<file path="src/rtl/axi_bridge_pkg.sv">
// Shared types and constants for the MEM-stage AXI4-Lite user bridge.
// Holds the bridge state encoding, response codes and default widths.
package axi_bridge_pkg;

   localparam int ADDR_W_DFLT = 32;
   localparam int DATA_W_DFLT = 32;

   localparam logic [1:0] RESP_OKAY = 2'b00;

   typedef enum logic [2:0] {
      ST_IDLE,
      ST_RD_ADDR,
      ST_RD_DATA,
      ST_WR_REQ,
      ST_WR_RESP,
      ST_DONE
   } state_t;

   // The bridge takes a new request only when nothing is in flight.
   function automatic logic is_accepting(input state_t s);
      return (s == ST_IDLE) || (s == ST_DONE);
   endfunction

endpackage

</file>
<file path="src/rtl/axi_user_bridge.sv">
// Responder for the MEM-stage user load/store interface; turns each request
// into a single AXI4-Lite read (AR/R) or write (AW/W/B), one at a time.
module axi_user_bridge
   import axi_bridge_pkg::*;
#(
   parameter int ADDR_W = ADDR_W_DFLT,
   parameter int DATA_W = DATA_W_DFLT
) (
   input  logic                clk,
   input  logic                resetn,
   input  logic                axi_start,
   input  logic                axi_rw,
   input  logic [ADDR_W-1:0]   axi_addr,
   input  logic [DATA_W-1:0]   axi_wdata,
   input  logic                axi_wvalid,
   output logic                axi_wready,
   output logic [DATA_W-1:0]   axi_rdata,
   output logic                axi_done,
   output logic                axi_busy,
   output logic                axi_err,
   output logic [ADDR_W-1:0]   m_araddr,
   output logic                m_arvalid,
   input  logic                m_arready,
   input  logic [DATA_W-1:0]   m_rdata,
   input  logic [1:0]          m_rresp,
   input  logic                m_rvalid,
   output logic                m_rready,
   output logic [ADDR_W-1:0]   m_awaddr,
   output logic                m_awvalid,
   input  logic                m_awready,
   output logic [DATA_W-1:0]   m_wdata,
   output logic [DATA_W/8-1:0] m_wstrb,
   output logic                m_wvalid,
   input  logic                m_wready,
   input  logic [1:0]          m_bresp,
   input  logic                m_bvalid,
   output logic                m_bready
);

   state_t state;
   logic   accepting;
   logic   aw_ok;
   logic   w_ok;
   logic   aw_hs;
   logic   w_hs;

   // Store data is captured with axi_start, so the valid hint carries no extra information.
   logic   unused_wvalid;
   assign unused_wvalid = axi_wvalid;

   assign accepting  = is_accepting(state);
   assign axi_wready = accepting;
   assign axi_busy   = !accepting;
   assign m_wstrb    = '1;
   assign aw_hs      = m_awvalid && m_awready;
   assign w_hs       = m_wvalid && m_wready;

   always_ff @(posedge clk) begin
      if (!resetn) begin
         state     <= ST_IDLE;
         m_arvalid <= 1'b0;
         m_rready  <= 1'b0;
         m_awvalid <= 1'b0;
         m_wvalid  <= 1'b0;
         m_bready  <= 1'b0;
         axi_done  <= 1'b0;
         axi_err   <= 1'b0;
         axi_rdata <= '0;
         m_araddr  <= '0;
         m_awaddr  <= '0;
         m_wdata   <= '0;
         aw_ok     <= 1'b0;
         w_ok      <= 1'b0;
      end else begin
         // done and err are only ever visible during the single DONE cycle
         axi_done <= 1'b0;
         axi_err  <= 1'b0;
         case (state)
            ST_IDLE, ST_DONE: begin
               state <= ST_IDLE;
               if (axi_start) begin
                  if (axi_rw) begin
                     m_araddr  <= axi_addr;
                     m_arvalid <= 1'b1;
                     state     <= ST_RD_ADDR;
                  end else begin
                     m_awaddr  <= axi_addr;
                     m_wdata   <= axi_wdata;
                     m_awvalid <= 1'b1;
                     m_wvalid  <= 1'b1;
                     aw_ok     <= 1'b0;
                     w_ok      <= 1'b0;
                     state     <= ST_WR_REQ;
                  end
               end
            end
            ST_RD_ADDR: begin
               if (m_arready) begin
                  m_arvalid <= 1'b0;
                  m_rready  <= 1'b1;
                  state     <= ST_RD_DATA;
               end
            end
            ST_RD_DATA: begin
               if (m_rvalid) begin
                  axi_rdata <= m_rdata;
                  axi_err   <= (m_rresp != RESP_OKAY);
                  m_rready  <= 1'b0;
                  axi_done  <= 1'b1;
                  state     <= ST_DONE;
               end
            end
            ST_WR_REQ: begin
               // AW and W complete independently, in either order or together
               if (aw_hs) begin
                  m_awvalid <= 1'b0;
                  aw_ok     <= 1'b1;
               end
               if (w_hs) begin
                  m_wvalid <= 1'b0;
                  w_ok     <= 1'b1;
               end
               if ((aw_ok || aw_hs) && (w_ok || w_hs)) begin
                  m_bready <= 1'b1;
                  state    <= ST_WR_RESP;
               end
            end
            ST_WR_RESP: begin
               if (m_bvalid) begin
                  axi_err  <= (m_bresp != RESP_OKAY);
                  m_bready <= 1'b0;
                  axi_done <= 1'b1;
                  state    <= ST_DONE;
               end
            end
            default: state <= ST_IDLE;
         endcase
      end
   end

endmodule

</file>
<file path="config.mk">
export PLATFORM = sky130hd
export DESIGN_NAME = axi_user_bridge
export DESIGN_NICKNAME = d
export VERILOG_FILES = /design/src/rtl/axi_bridge_pkg.sv /design/src/rtl/axi_user_bridge.sv
export SDC_FILE = /design/constraint.sdc
export NUM_CORES = 1
export LEC_CHECK = 0
export CAP_MARGIN = 20
export CORE_UTILIZATION = 42
export CTS_BUF_LIST = sky130_fd_sc_hd__clkbuf_4
export CTS_CLUSTER_DIAMETER = 120
export DETAILED_ROUTE_END_ITERATION = 7
export MAX_ROUTING_LAYER = met4
export PLACE_DENSITY = 0.9
export SYNTH_ARGS = -nofsm -noshare
export SYNTH_HDL_FRONTEND = slang
export SYNTH_SLANG_ARGS = --single-unit
</file>
<file path="constraint.sdc">
create_clock -name clk -period 1.85 [get_ports clk]
set_input_delay 0.555 -clock clk [delete_from_list [all_inputs] [get_ports clk]]
set_output_delay 0.555 -clock clk [all_outputs]
set_load 0.02 [all_outputs]
</file>
==> impl_metrics.yaml, run 1 <==
setup_path:
  crit_chain: "xor2_2 -> nor2_2 -> inv_1 -> buf_6"
  cp.arrival_ns: 1.38
  cp.depth: 4
  cp.required_ns: 1.29
  regToRegSetupSlack_ns: -0.02
  slowest_delay_ns: 0.35
  cp_top_family: "flip-flops"
  cpMaxStageDelayCell: "dfxtp_2"
  crit_type: "flip-flop to output port"
  r2r-end: "m_awaddr[25]"
  critPathCapture: "axi_busy"
  reg2reg_depth: 6
  cp-start-kind: "flip-flop"
  path_buf_inv: 2
  cp_max_fo: 2
  startpoint: "state[0]"
  r2r-start: "state[0]"
  cp-end-kind: "output port"
yosys:
  post-synth-top-area-cell: "dfxtp_1"
  synth_area_um2: 5370
  ys_warn_count: 0
  yosys.cell_types.count: 30
  synth_top_area_share_pct: 52.2
  synth_edf_count: 0
  synth_ff_type: "dfxtp_1"
  synthTopCellsByArea: "dfxtp_1 52%, nand2_1 14%, a21boi_0 9.1%, mux2i_1 6.0%, a21boi_1 4.8%"
  async_flop_share_pct: 0
  yosysSeqAreaShare_pct: 52.2
  synth.most_common_cell: "nand2_1"
  synth_commonest_cells: "197 x nand2_1, 140 x dfxtp_1, 65 x a21boi_0, 36 x nor2b_1, 34 x a21boi_1"
  syn_avg_cell_area_um2: 9.01
  ys_ff_latch: 140
  syn_inst: 596
sta:
  rsz0062_at_grt: "true"
  period_share_pct: 104
  hold_viol_final: 0
  worst_slack_ns: -0.0810
  hold_ws_ns: 0.410
  slew_violations: 0
  fin_skew_ns: 0.00827
  final-setup-viol-count: 9
  finalCriticalPeriod_ns: 1.93
  fmax_ghz: 0.518
power_and_ir_drop:
  power.density_nw_per_um2: 1040
  p_leak_nw: 3.16
  power_mw: 8.47
  irDropWorstVdd_mv: 0.568
grt:
  grt_usage_pct: 23.0
  grt_pass1_wl_um: 22600
  grt_pass1_vias: 4687
  grt_max_degree: 58
  overflow: 0
  antenna_found_initial: 0
outcome:
  violations: "negative setup slack"
  outcome: "finished with violations"
cells_and_area:
  nets: 949
  finish.utilization_pct: 66.5
  fin_area_um2: 8120
  drive_above_1_share_pct: 12.0
  instances_no_fill: 1017
  area_delta_synth_final_pct: 51.2
  n_antenna_cell: 0
place:
  portBuffers: 245
  hpwl_um: 10300
  dp.cells: 988
  gp_congestion: 0.817
  placed_cell_area_um2: 8060
route:
  top_layer: "met4"
  wl_per_cell_um: 14.2
  drt-met1-wl_um: 5900
  vias: 4873
  drtPass1Iterations: 4
  dr_wl_met2_um: 7060
  drtIter0Drc: 311
  wirelength_um: 14400
  wl_met3_um: 1030
  ant_nets: 0
  drc: 0
  viasPerCell: 4.79
clock_network:
  cts-root-buf: "clkbuf_4"
  cts_buffers: 17
  clockBufferDepth: 2
  post_cts_buffers: 0
  clock_latency_ns: 0.53
  htreeDepth: 4
  clkTransAtPathRegs_ns: 0.10
  cts_tree: "built"
  cts_sinks: 140
  cts_hold_buf: 0
die:
  die_x_um: 115
  dieArea_um2: 13200
  rows: 40
  die_h_um: 115
  core-area_um2: 12200
  floorplan.io_pins: 251
  initial_core_util_pct: 44.0
flow_run:
  drv_cap: 0
worst_hold_path:
  holdCritPathClass: "primary input to flip-flop"
-- where the power goes --
part | internal, mW | switching [mW]
combinational | 1.30 | 1.72
clock | 0.770 | 1.01
sequential | 3.46 | 0.222
-- kinds of logic after synthesis --
logic type / synth area share [%]
other cells: 0.0698
flops: 52.2
xor+xnor: 0.163
simple gates: 20.3
mux: 6.18
buf+inv: 4.64
compound gates: 16.5
-- metrics by stage --
step / worst slack, ns / setup TNS, ns
global route: -0.199 / -3.30
CTS: -0.182 / -0.371
finish: -0.0810 / -0.215
detailed placement: -0.401 / -37.46
global placement: -0.373 / -34.62
floorplan: 0.158 / 0
-- placed cells by master (no fill, tap or decap), types with 3 or more instances in the layout --
master	n
a21boi_0	65
a21boi_1	34
a21oi_1	3
a31oi_1	3
buf_12	5
buf_4	17
clkbuf_2	37
clkbuf_4	18
clkdlybuf4s15_1	80
clkdlybuf4s50_1	107
clkinv_2	6
conb_1	4
dfxtp_1	137
dfxtp_2	3
dlygate4sd2_1	16
inv_1	3
mux2i_1	32
nand2_1	197
nand3_1	4
nor2_1	4
nor2b_1	36
o211a_1	3
o21ai_0	6
-- final cells by class --
| class | instances | area, um2 |
|---|---|---|
| inverter | 3 | 11.3 |
| clock buffer | 18 | 135 |
| clock inverter | 11 | 105 |
| sequential | 140 | 2810 |
| tap | 168 | 210 |
| multi-input combinational | 409 | 2360 |
| timing repair buffer | 268 | 2490 |
| fill | 1005 | 4090 |
-- worst min-delay path by stage --
stage                     start          end  slack [ns]  cells past startpoint
global route             resetn     state[2]        0.39                      3
finish                   resetn     state[2]        0.41                      3
CTS                      resetn     state[2]        0.34                      3
detailed placement  m_wdata[25]  m_wdata[25]        0.44                      2
global placement       m_rready     m_rready        0.44                      2
floorplan                 aw_ok        aw_ok        0.44                      2
-- routing by layer --
metal | up-vias | track usage [%]
met3 | 38 | 7.43
li1 | 2428 | -
met1 | 2229 | 24.8
met5 | - | -
met2 | 178 | 38.2
met4 | 0 | 10.8
-- timing repair --
item                                    4_1_cts  5_1_grt
cloned                                        0        0
endpoints found under the setup margin      137      179
gates resized for setup                     164      147
pin swaps                                     1        2
-- state kept, by name, summed over array words and instances, names as in the netlist --
signal,count
m_bready,1
axi_done,1
m_awaddr,32
state,3
m_araddr,32
axi_rdata,32
w_ok,1
m_arvalid,1
axi_err,1
m_rready,1
m_wdata,32
m_wvalid,1
aw_ok,1
m_awvalid,1
-- worst min-delay path: cells and delay by family --
kind / cells / cell delay, ns
buf+inv: 1 / 0.22
simple gates: 2 / 0.13
Power figures use the tool's default switching activity.
==> inputs of run 2 (changes only) <==
--- a/config.mk
+++ b/config.mk
@@ -6,10 +6,12 @@
 export NUM_CORES = 1
 export LEC_CHECK = 0
 export CAP_MARGIN = 20
+export CORE_MARGIN = 2
 export CORE_UTILIZATION = 42
 export CTS_BUF_LIST = sky130_fd_sc_hd__clkbuf_4
 export CTS_CLUSTER_DIAMETER = 120
 export DETAILED_ROUTE_END_ITERATION = 7
+export GPL_TIMING_DRIVEN = 0
 export MAX_ROUTING_LAYER = met4
 export PLACE_DENSITY = 0.9
 export SYNTH_ARGS = -nofsm -noshare
==> run 2 against run 1 <==
- sequential share of layout area decreased by 1.1 points
- routed wire length rose by 8.1%
- setup slack lost 0.033 ns
- register-to-register slack better by 0.02 ns
- clock skew is 0.0056 ns higher
- the run still ends with negative setup slack left
- first-iteration DRC count decreased by 43%
- clock power grew 53%
- highest routed layer unchanged
- cell count grew 3.2%
- critical path type unchanged
- critical path depth is the same
- core utilization grew 0.21 points
==> impl_metrics.yaml, run 2 (synthesis gave the netlist of run 1 again) <==
die:
  floorplan.io_pins: 251
  initial_core_util_pct: 42.7
  core-area_um2: 12600
  dieArea_um2: 13700
  die_h_um: 117
  rows: 41
  die_x_um: 117
sta:
  finalCriticalPeriod_ns: 1.96
  fin_skew_ns: 0.0139
  rsz0062_at_grt: "true"
  fmax_ghz: 0.509
  hold_viol_final: 0
  slew_violations: 0
  worst_slack_ns: -0.114
  worst_pin_slew_ns: 0.517
  final-setup-viol-count: 3
  max_slew_margin_pct: 65.5
  period_share_pct: 106
  tns_ns: -0.185
grt:
  grt_usage_pct: 23.4
  grt_max_degree: 17
  overflow: 0
  antenna_found_initial: 0
  grt_pass1_wl_um: 23700
  grt_pass1_vias: 4760
setup_path:
  path_buf_inv: 3
  crit_type: "flip-flop to output port"
  cpMaxStageDelayCell: "dfxtp_2"
  cp.required_ns: 1.29
  crit_chain: "buf_4 -> nor2_4 -> inv_1 -> buf_2"
  cp.arrival_ns: 1.41
  slowest_delay_ns: 0.35
  cp-start-kind: "flip-flop"
  cp_max_fo: 10
  cp_top_family: "buffers and inverters"
  cp-end-kind: "output port"
route:
  viasPerCell: 4.69
  wirelength_um: 15600
  drtIter0Drc: 176
  drtPass1Iterations: 4
  drc: 0
  vias: 4928
  ant_nets: 0
  wl_per_cell_um: 14.9
outcome:
  outcome: "finished with violations"
  violations: "negative setup slack"
worst_hold_path:
  holdCritPathClass: "flip-flop to flip-flop"
flow_run:
  drv_cap: 0
cells_and_area:
  final_cell_mix: "197 x nand2_1, 137 x dfxtp_1, 108 x clkdlybuf4s50_1"
  finish.utilization_pct: 66.7
  fin_area_um2: 8380
  final_common_cell: "nand2_1"
  nets: 975
  area_delta_synth_final_pct: 56.2
  drive_above_1_share_pct: 12.8
clock_network:
  clkTransAtPathRegs_ns: 0.12
  cts_buffers: 17
  clock_latency_ns: 0.54
  clockBufferDepth: 2
  cts_tree: "built"
  cts-root-buf: "clkbuf_4"
  cts_sinks: 140
  htreeDepth: 4
power_and_ir_drop:
  irDropWorstVdd_mv: 0.500
  power.density_nw_per_um2: 1130
  p_leak_nw: 3.29
place:
  gp_congestion: 0.796
  hpwl_um: 11700
  portBuffers: 245
  placed_cell_area_um2: 8050
  dpl_worst_slack_ns: -0.592
run 2: layout make-up:
cell class | count | area [um2]
Fill cell | 1007 | 4180
Sequential cell | 140 | 2810
Multi-Input combinational cell | 409 | 2370
Timing Repair Buffer | 248 | 2290
Buffer | 46 | 279
Clock inverter | 13 | 270
Tap cell | 172 | 215
Clock buffer | 18 | 135
Inverter | 3 | 11.3
Antenna cell | 1 | 2.50
run 2: power breakdown:
group | total [mW] | switching, mW | internal (mW)
clock | 2.72 | 1.11 | 1.62
combinational | 3.03 | 1.74 | 1.29
sequential | 3.68 | 0.224 | 3.46
run 2: metal layers:
metal | global-route usage [%] | vias up | part of all wire, %
met5 | - | - | 0
met2 | 39.2 | 168 | 50
li1 | - | 2484 | -
met4 | 9.88 | 0 | 2.3
met3 | 6.85 | 28 | 7.4
met1 | 26.2 | 2248 | 41
run 2: final timing paths:
path	depth (start not counted)	from	slack (ns)	to
max	4	state[1]	-0.11	axi_busy
min	2	axi_rdata[27]	0.46	axi_rdata[27]
max reg2reg	8	state[2]	0	m_wdata[26]
min reg2reg	2	axi_rdata[27]	0.46	axi_rdata[27]
run 2: repair_timing:
action                                  4_1_cts  5_1_grt
endpoints found under the setup margin      137      204
gates resized for setup                     226      107
setup buffers                                 2        1
hold buffers                                  0        0
pin swaps                                     1        3
run 2: tightest hold or removal path, cell delays in order (launching register included):
cell and delay (ns):
dfxtp_1 0.33, nand2_1 0.05, a21boi_1 0.05
run 2: per-stage QoR:
| step | cells | hold WS [ns] | power, mW |
|---|---|---|---|
| 2_1_floorplan | 599 | 0.443 | 5.42 |
| 3_3_place_gp | 1016 | 0.434 | 6.86 |
| 3_5_place_dp | 1016 | 0.445 | 6.92 |
| 4_1_cts | 1049 | 0.459 | 9.46 |
| 5_1_grt | 1049 | 0.476 | 9.94 |
| 6_report | 1050 | 0.459 | 9.44 |
==> inputs of run 3 (changes only) <==
--- a/config.mk
+++ b/config.mk
@@ -7,13 +7,13 @@
 export LEC_CHECK = 0
 export CAP_MARGIN = 20
 export CORE_MARGIN = 2
-export CORE_UTILIZATION = 42
-export CTS_BUF_LIST = sky130_fd_sc_hd__clkbuf_4
+export CORE_UTILIZATION = 41
+export CTS_BUF_LIST = sky130_fd_sc_hd__clkbuf_16
 export CTS_CLUSTER_DIAMETER = 120
 export DETAILED_ROUTE_END_ITERATION = 7
 export GPL_TIMING_DRIVEN = 0
 export MAX_ROUTING_LAYER = met4
-export PLACE_DENSITY = 0.9
+export PLACE_DENSITY = 0.88
 export SYNTH_ARGS = -nofsm -noshare
 export SYNTH_HDL_FRONTEND = slang
 export SYNTH_SLANG_ARGS = --single-unit
==> run 3 against run 2 <==
- the run now ends clean
- worst hold slack got worse by 0.013 ns
- fmax rose by 7.3%
- clock power rose by 5%
- die area rose by 2.4%
- cell count fell by 0.19%
- final area rose by 1.0%
- non-clock buffer count fell by 2
- largest cell class unchanged
- clock skew fell by 0.0082 ns
- critical path depth did not move
==> impl_metrics.yaml, run 3 (synthesis gave the netlist of run 1 again) <==
setup_path:
  cp.arrival_ns: 1.27
  cp_max_fo: 3
  crit_type: "flip-flop to output port"
  cp-end-kind: "output port"
  regToRegSetupSlack_ns: 0.06
  r2r-start: "state[0]"
  cp.required_ns: 1.29
  cp-start-kind: "flip-flop"
  startpoint: "state[0]"
  r2r-end: "m_awaddr[21]"
  reg2reg_depth: 7
route:
  wl_met3_um: 1080
  viasPerCell: 4.78
  ant_nets: 0
  drt-met1-wl_um: 6570
  wl_per_cell_um: 15.3
  wirelength_um: 16000
  dr_wl_met2_um: 8090
  drc: 0
  drtPass1Iterations: 4
  drtIter0Drc: 178
  top_layer: "met4"
  vias: 5011
sta:
  hold_viol_final: 0
  max_slew_margin_pct: 65.2
  fin_skew_ns: 0.00568
  final-setup-viol-count: 0
  tns_ns: 0
  finalCriticalPeriod_ns: 1.83
  rsz0062_at_grt: "true"
  worst_pin_slew_ns: 0.522
  slew_violations: 0
  period_share_pct: 98.9
  fmax_ghz: 0.546
cells_and_area:
  drive_above_1_share_pct: 7.66
  seq_area_um2: 2810
  multiInputGateArea_um2: 2370
  final_cell_mix: "197 x nand2_1, 139 x dfxtp_1, 135 x dlygate4sd2_1"
  final_common_cell: "nand2_1"
  instances_no_fill: 1048
  area_delta_synth_final_pct: 57.8
  nets: 973
  fin_area_um2: 8470
  finish.utilization_pct: 66.6
  nFillCells: 1091
grt:
  grt_pass1_wl_um: 25500
  grt_max_degree: 17
  grt_pass1_vias: 5068
  overflow: 0
  grt_usage_pct: 23.6
  antenna_found_initial: 1
place:
  portBuffers: 245
  hpwl_um: 11800
  dp.cells: 1016
  gp_congestion: 0.836
  placed_cell_area_um2: 8050
die:
  core-area_um2: 12700
  die_x_um: 118
  initial_core_util_pct: 42.2
  die_h_um: 118
  floorplan.io_pins: 251
  dieArea_um2: 14000
  rows: 41
clock_network:
  clkTransAtPathRegs_ns: 0.06
  cts-root-buf: "clkbuf_16"
  cts_sinks: 140
  htreeDepth: 4
  cts_buffers: 17
  cts_tree: "built"
  clockBufferDepth: 2
  clock_latency_ns: 0.41
worst_hold_path:
  hp-start: "m_rready"
  holdCritPathClass: "flip-flop to flip-flop"
  min_path_cells: 2
  worstHoldEndpoint: "m_rready"
power_and_ir_drop:
  power_mw: 9.53
  irDropWorstVdd_mv: 0.639
  power.density_nw_per_um2: 1120
  p_leak_nw: 3.73
outcome:
  outcome: "finished clean"
flow_run:
  drv_cap: 0
run 3: cell types whose count changed in the layout (fill, tap and decap cells not counted), sizes merged:
cell,delta
dlygate4sd2,+116
clkdlybuf4s15,-85
clkbuf,-30
bufinv,-8
clkinv,+7
buf,-4
clkdlybuf4s50,-2
dlymetal6s2s,+2
inv,+2
run 3: report_power, final:
group          leakage [nW]  internal, mW  switching [mW]
logic                  2.34          1.25            1.75
registers              1.14          3.46           0.216
clock network         0.245          1.65            1.20
total                  3.73          6.36            3.17
run 3: how the worst max path moves through the flow:
stage,endpoint,slack [ns],depth (start not counted)
floorplan,m_awaddr[10],0.16,6
global placement,m_araddr[28],-0.60,6
detailed placement,m_araddr[24],-0.61,6
CTS,m_wdata[16],0.002,7
global route,axi_busy,-0.03,4
finish,axi_busy,0.02,4
run 3: repair_timing:
item,in CTS,in global routing
hold buffers,0,0
pin swaps,2,0
setup endpoints to repair,221,102
setup buffers,2,0
gates resized for setup,162,22
run 3: layout make-up:
cell class | instances | area share (%)
Sequential cell | 140 | 33.1
Multi-Input combinational cell | 409 | 28.0
Timing Repair Buffer | 247 | 27.1
Clock buffer | 17 | 5.02
Buffer | 45 | 3.23
Tap cell | 172 | 2.54
Clock inverter | 14 | 0.768
Inverter | 3 | 0.133
Antenna cell | 1 | 0.0295
run 3: critical path: stages (launching register included):
cell	delay [ns]
dfxtp_4	0.35
xor2_2	0.19
nor2_4	0.12
inv_1	0.05
buf_2	0.15
run 3: metrics by stage:
stage,worst slack (ns),hold WS (ns)
after global placement,-0.596,0.433
after detailed placement,-0.606,0.437
after CTS,0.00169,0.450
after global routing,-0.0328,0.466
final,0.0201,0.446
after floorplan,0.158,0.443
run 3: per-layer routing:
layer  vias up  track usage (%)
met4         0             8.48
met3        21             7.34
met5         -                -
li1       2481                -
met2       159             41.2
met1      2350             25.2
